[config.mk]
export PLATFORM = sky130hd
export DESIGN_NAME = multicycle_ctrl
export DESIGN_NICKNAME = d
export VERILOG_FILES = /design/src/rtl/riscv_pkg.sv /design/src/rtl/opcode_classify.sv /design/src/rtl/multicycle_ctrl.sv
export SDC_FILE = /design/constraint.sdc
export NUM_CORES = 1
export LEC_CHECK = 0
export CAP_MARGIN = 20
export CORE_AREA = 2 2 39 41
export CTS_CLUSTER_DIAMETER = 120
export DETAILED_ROUTE_END_ITERATION = 8
export DIE_AREA = 0 0 41 43
export GPL_TIMING_DRIVEN = 0
export PLACE_DENSITY = 0.73
export SKIP_CTS_REPAIR_TIMING = 1
export SLEW_MARGIN = 25
export SYNTH_ARGS = -nofsm -noshare
export SYNTH_HDL_FRONTEND = slang
export SYNTH_SLANG_ARGS = --single-unit
export TNS_END_PERCENT = 5
[constraint.sdc]
create_clock -name clk -period 1.45 [get_ports clk]
set_input_delay 0.29 -clock clk [delete_from_list [all_inputs] [get_ports clk]]
set_output_delay 0.29 -clock clk [all_outputs]
set_load 0.02 [all_outputs]
[src/rtl/riscv_pkg.sv]
// Shared RV32I-subset definitions: FSM state encodings and major opcode constants.
// Used by the multicycle controller and the immediate generator.
package riscv_pkg;

  typedef enum logic [2:0] {
    S_FETCH     = 3'd0,
    S_DECODE    = 3'd1,
    S_EXECUTE   = 3'd2,
    S_MEM       = 3'd3,
    S_WRITEBACK = 3'd4,
    S_HALT      = 3'd5
  } state_e;

  localparam logic [6:0] OP_RTYPE  = 7'b0110011;
  localparam logic [6:0] OP_ITYPE  = 7'b0010011;
  localparam logic [6:0] OP_LOAD   = 7'b0000011;
  localparam logic [6:0] OP_STORE  = 7'b0100011;
  localparam logic [6:0] OP_BRANCH = 7'b1100011;

endpackage

[src/rtl/opcode_classify.sv]
// Combinational opcode-class decode; exactly one of the six class flags is high.
module opcode_classify
  import riscv_pkg::*;
(
  input  logic [6:0] opcode,
  output logic       is_r,
  output logic       is_i,
  output logic       is_load,
  output logic       is_store,
  output logic       is_branch,
  output logic       is_illegal
);

  always_comb begin
    is_r       = 1'b0;
    is_i       = 1'b0;
    is_load    = 1'b0;
    is_store   = 1'b0;
    is_branch  = 1'b0;
    is_illegal = 1'b0;
    case (opcode)
      OP_RTYPE:  is_r       = 1'b1;
      OP_ITYPE:  is_i       = 1'b1;
      OP_LOAD:   is_load    = 1'b1;
      OP_STORE:  is_store   = 1'b1;
      OP_BRANCH: is_branch  = 1'b1;
      default:   is_illegal = 1'b1;
    endcase
  end

endmodule

[src/rtl/multicycle_ctrl.sv]
// Multicycle controller: FETCH/DECODE/EXECUTE/MEM/WRITEBACK sequencing with sticky HALT.
// Build option MEM_READY_EN: FETCH and MEM stall with mem_req held until mem_ready.
module multicycle_ctrl
  import riscv_pkg::*;
(
  input  logic       clk,
  input  logic       reset,
  input  logic [6:0] opcode,
  input  logic       zero,
  input  logic       mem_ready,
  output logic       pc_write,
  output logic       ir_write,
  output logic       mem_req,
  output logic       mem_we,
  output logic       reg_write,
  output logic       alu_src_imm,
  output logic       mem_to_reg,
  output logic       pc_src_branch,
  output logic [2:0] state,
  output logic       halted
);

  state_e state_q, state_d;
  logic   run_q, run_d;
  logic   mem_done;
  logic   is_r, is_i, is_load, is_store, is_branch, is_illegal;

  opcode_classify u_classify (
    .opcode     (opcode),
    .is_r       (is_r),
    .is_i       (is_i),
    .is_load    (is_load),
    .is_store   (is_store),
    .is_branch  (is_branch),
    .is_illegal (is_illegal)
  );

`ifdef MEM_READY_EN
  assign mem_done = mem_ready;
`else
  logic unused_mem_ready;
  assign unused_mem_ready = mem_ready;
  assign mem_done         = 1'b1;
`endif

  // run_q keeps every output quiet from reset until the first clock edge after release
  always_ff @(posedge clk or posedge reset) begin
    if (reset) begin
      state_q <= S_FETCH;
      run_q   <= 1'b0;
    end else begin
      state_q <= state_d;
      run_q   <= run_d;
    end
  end

  always_comb begin
    state_d       = state_q;
    run_d         = 1'b1;
    pc_write      = 1'b0;
    ir_write      = 1'b0;
    mem_req       = 1'b0;
    mem_we        = 1'b0;
    reg_write     = 1'b0;
    alu_src_imm   = 1'b0;
    mem_to_reg    = 1'b0;
    pc_src_branch = 1'b0;
    halted        = 1'b0;
    if (!run_q) begin
      state_d = S_FETCH;
    end else begin
      case (state_q)
        S_FETCH: begin
          mem_req = 1'b1;
          if (mem_done) begin
            ir_write = 1'b1;
            pc_write = 1'b1;
            state_d  = S_DECODE;
          end
        end
        S_DECODE: begin
          state_d = is_illegal ? S_HALT : S_EXECUTE;
        end
        S_EXECUTE: begin
          alu_src_imm = is_i | is_load | is_store;
          if (is_branch) begin
            pc_src_branch = 1'b1;
            pc_write      = zero;
            state_d       = S_FETCH;
          end else if (is_load | is_store) begin
            state_d = S_MEM;
          end else if (is_r | is_i) begin
            state_d = S_WRITEBACK;
          end else begin
            // opcode changed under us after decode: stop rather than guess
            state_d = S_HALT;
          end
        end
        S_MEM: begin
          mem_req = 1'b1;
          mem_we  = is_store;
          if (mem_done) begin
            state_d = is_load ? S_WRITEBACK : S_FETCH;
          end
        end
        S_WRITEBACK: begin
          reg_write  = 1'b1;
          mem_to_reg = is_load;
          state_d    = S_FETCH;
        end
        S_HALT: begin
          halted = 1'b1;
        end
        default: begin
          state_d = S_FETCH;
        end
      endcase
    end
  end

  assign state = state_q;

endmodule

==> results.json <==
{
  "worst_skew_pair.late_latency_ps": 230,
  "final_net_count": 90,
  "cts-buffers-inserted": 3,
  "vias": 483,
  "fin_worst_hold_slack_ps": 232,
  "globalRouteMet1Util_pct": 16.4,
  "synth_top_area_share_pct": 26.2,
  "yosysWarnings": 0,
  "path_cells": "buf_6 > nand4bb_4 > or4_4 > nor3_2 > buf_4",
  "synth-main-ff-cell": "dfrtp_1",
  "outcome": "finished, violations left",
  "worstHoldPathType": "input pin to asynchronous set/reset pin",
  "final_min_period_over_clock_period_pct": 122,
  "finalSetupViolations": 10,
  "fmax_ghz": 0.564,
  "cpMaxStageDelayCell": "or4_4",
  "gp_congestion": 0.819,
  "dpl_cell_area_sq_um": 651,
  "drc_errors": 0,
  "power.ir.vdd_worst_uv": 497,
  "globalRouteMet3Util_pct": 3.66,
  "drtPass1Iterations": 4,
  "leakagePower_uw": 0.000347,
  "drt_iter0_drc": 6,
  "timing.final.hold_violations": 0,
  "rows": 14,
  "via_count_of_the_first_global_routing_pass": 445,
  "netlist-cell-type-count": 25,
  "post_drt_via_cell_ratio": 5.14,
  "synth.area.top_cells": "dfrtp_1 (26%), nand4bb_4 (7.2%), a2111oi_0 (6.9%)",
  "synth_cells": 49,
  "tritoncts_clock_tree": "yes",
  "syn_nets": 60,
  "grt_start_max_net_pins": 11,
  "post_syn_area_per_cell_sq_um": 7.79,
  "floorplan.die.height_um": 43,
  "core_area_sq_um": 1380,
  "port_buffers": 21,
  "ant_nets": 0,
  "grt_first_pass_wirelength_um": 1780,
  "setup.reg_to_reg.worst_slack_ps": 120,
  "yosys_register_bits": 4,
  "worst_slack_ps": -322,
  "synthTopCellsByCount": "inv_1 (6), nor2_1 (6), nand2_1 (5)",
  "violations_in_the_final_reports": "setup timing",
  "synth_enable_flop_cells": 0,
  "post_synth_instance_area_sq_um": 382,
  "criticalPathCategory": "input pin to output port",
  "grt_setup_unrepaired": "true",
  "crit_arrival_ps": 1480,
  "finalWirelength_um": 1240,
  "hpwlAfterDp_um": 863,
  "layout.core_utilization_pct": 51.1,
  "startpoint_type": "input pin",
  "synth_seq_area_share_pct": 26.2,
  "crit_path_end_kind": "output port",
  "globalRoute.busiestLayer": "met2",
  "ioPinCount": 23,
  "timing.critical_path.fanout_max": 5,
  "n_antenna_cell": 0,
  "global_route.usage.met2_pct": 23.4,
  "layout.filler_cells": 143,
  "global_route_overflow": 0,
  "antenna_found_initial": 0,
  "report.power.total_uw": 405,
  "max-clock-path-buffers": 2,
  "die_x_um": 41,
  "fin_crit_ps": 1770,
  "synth_top_area_cell": "dfrtp_1",
  "timing.final.max_slew_violations": 0,
  "drv.max_cap_violation_count": 0,
  "syn2layout_area_growth_pct": 85.2,
  "floorplan.initialDensity_pct": 27.6,
  "die-area_sq_um": 1760,
  "async_reset_ff_share_pct": 100,
  "wl_per_cell_um": 13.2,
  "finalInstanceArea_sq_um": 707,
  "cts.root.buffer_cell": "clkbuf_4",
  "cpPeakStageDelay_ps": 520,
  "clock_tree.htree_level_count": 1,
  "total_routing_usage_reported_by_global_routing_pct": 14.8,
  "share_of_cells_above_drive_strength_1_pct": 48.7,
  "clkSinkCount": 4,
  "crit_required_ps": 1160,
  "power.density_nw_per_um2": 573,
  "finalClockSkew_ps": 2.98,
  "worst_setup_hold_path_clk_slew_ps": 40
}
## worst max-delay path: cells and delay by family
kind / cells / cell delay (ps)
buf+inv: 2 / 250
simple gates: 3 / 940
## where the power goes
group,internal (uW),total [uW],switching (uW),leakage [uW]
combinational,58.4,126,67.9,0.000286
clock,103,150,46.3,0.0000150
sequential,118,129,11.0,0.0000465
total,280,405,125,0.000347
## sequential cells by signal (all words and copies together), names as in the netlist
name and count:
state 3, run_q 1
## placed cells by master, fill, tap and decap left out, types with 3 or more instances in the layout
cell type	count
inv_1	5
clkbuf_4	3
buf_6	3
dlymetal6s2s_1	5
clkbuf_2	6
nand2_1	4
nor3_2	3
dfrtp_2	3
buf_4	10
nor2_1	6
## layer usage
metal | part of all wire, % | wire length [um] | up-vias
met5 | 0 | 0 | -
met4 | 1.4 | 17 | 0
met3 | 4.2 | 52 | 2
met2 | 57 | 706 | 13
met1 | 38 | 468 | 230
li1 | - | - | 238
## cell type report
type,instances,area (sq um),area share (%)
multi-input combinational,37,308,43.5
timing repair buffer,25,204,28.8
sequential,4,104,14.7
clock buffer,4,26.3,3.72
buffer,2,22.5,3.19
inverter,6,22.5,3.19
tap,16,20.0,2.83
## per-stage QoR
step | worst slack (ps) | setup TNS (ps) | instances
final | -322 | -1560 | 94
after global routing | -373 | -2290 | 94
after CTS | -1070 | -9230 | 90
after detailed placement | -1070 | -8610 | 86
after global placement | -1030 | -8370 | 86
after floorplan | -172 | -1000 | 49
## logic make-up (layout without fill, tap and decap cells)
family / after synthesis / after routing / share of synthesized area, %
flops: 4 / 4 / 26.2
xor+xnor: 1 / 1 / 2.30
buf+inv: 8 / 37 / 8.19
compound gates: 11 / 11 / 23.3
other cells: 1 / 1 / 0.983
simple gates: 24 / 24 / 39.0
## final timing paths
check | startpoint | end | depth (start not counted)
max in group asynchronous | reset | state[0] | 2
worst max register to register | state[1] | state[1] | 5
min in group clk | opcode[6] | state[1] | 2
worst min register to register | run_q | state[2] | 1
worst max-delay path | opcode[3] | mem_to_reg | 5
worst min-delay path | reset | run_q | 2
Note: power is estimated with default switching activity, not from simulation.
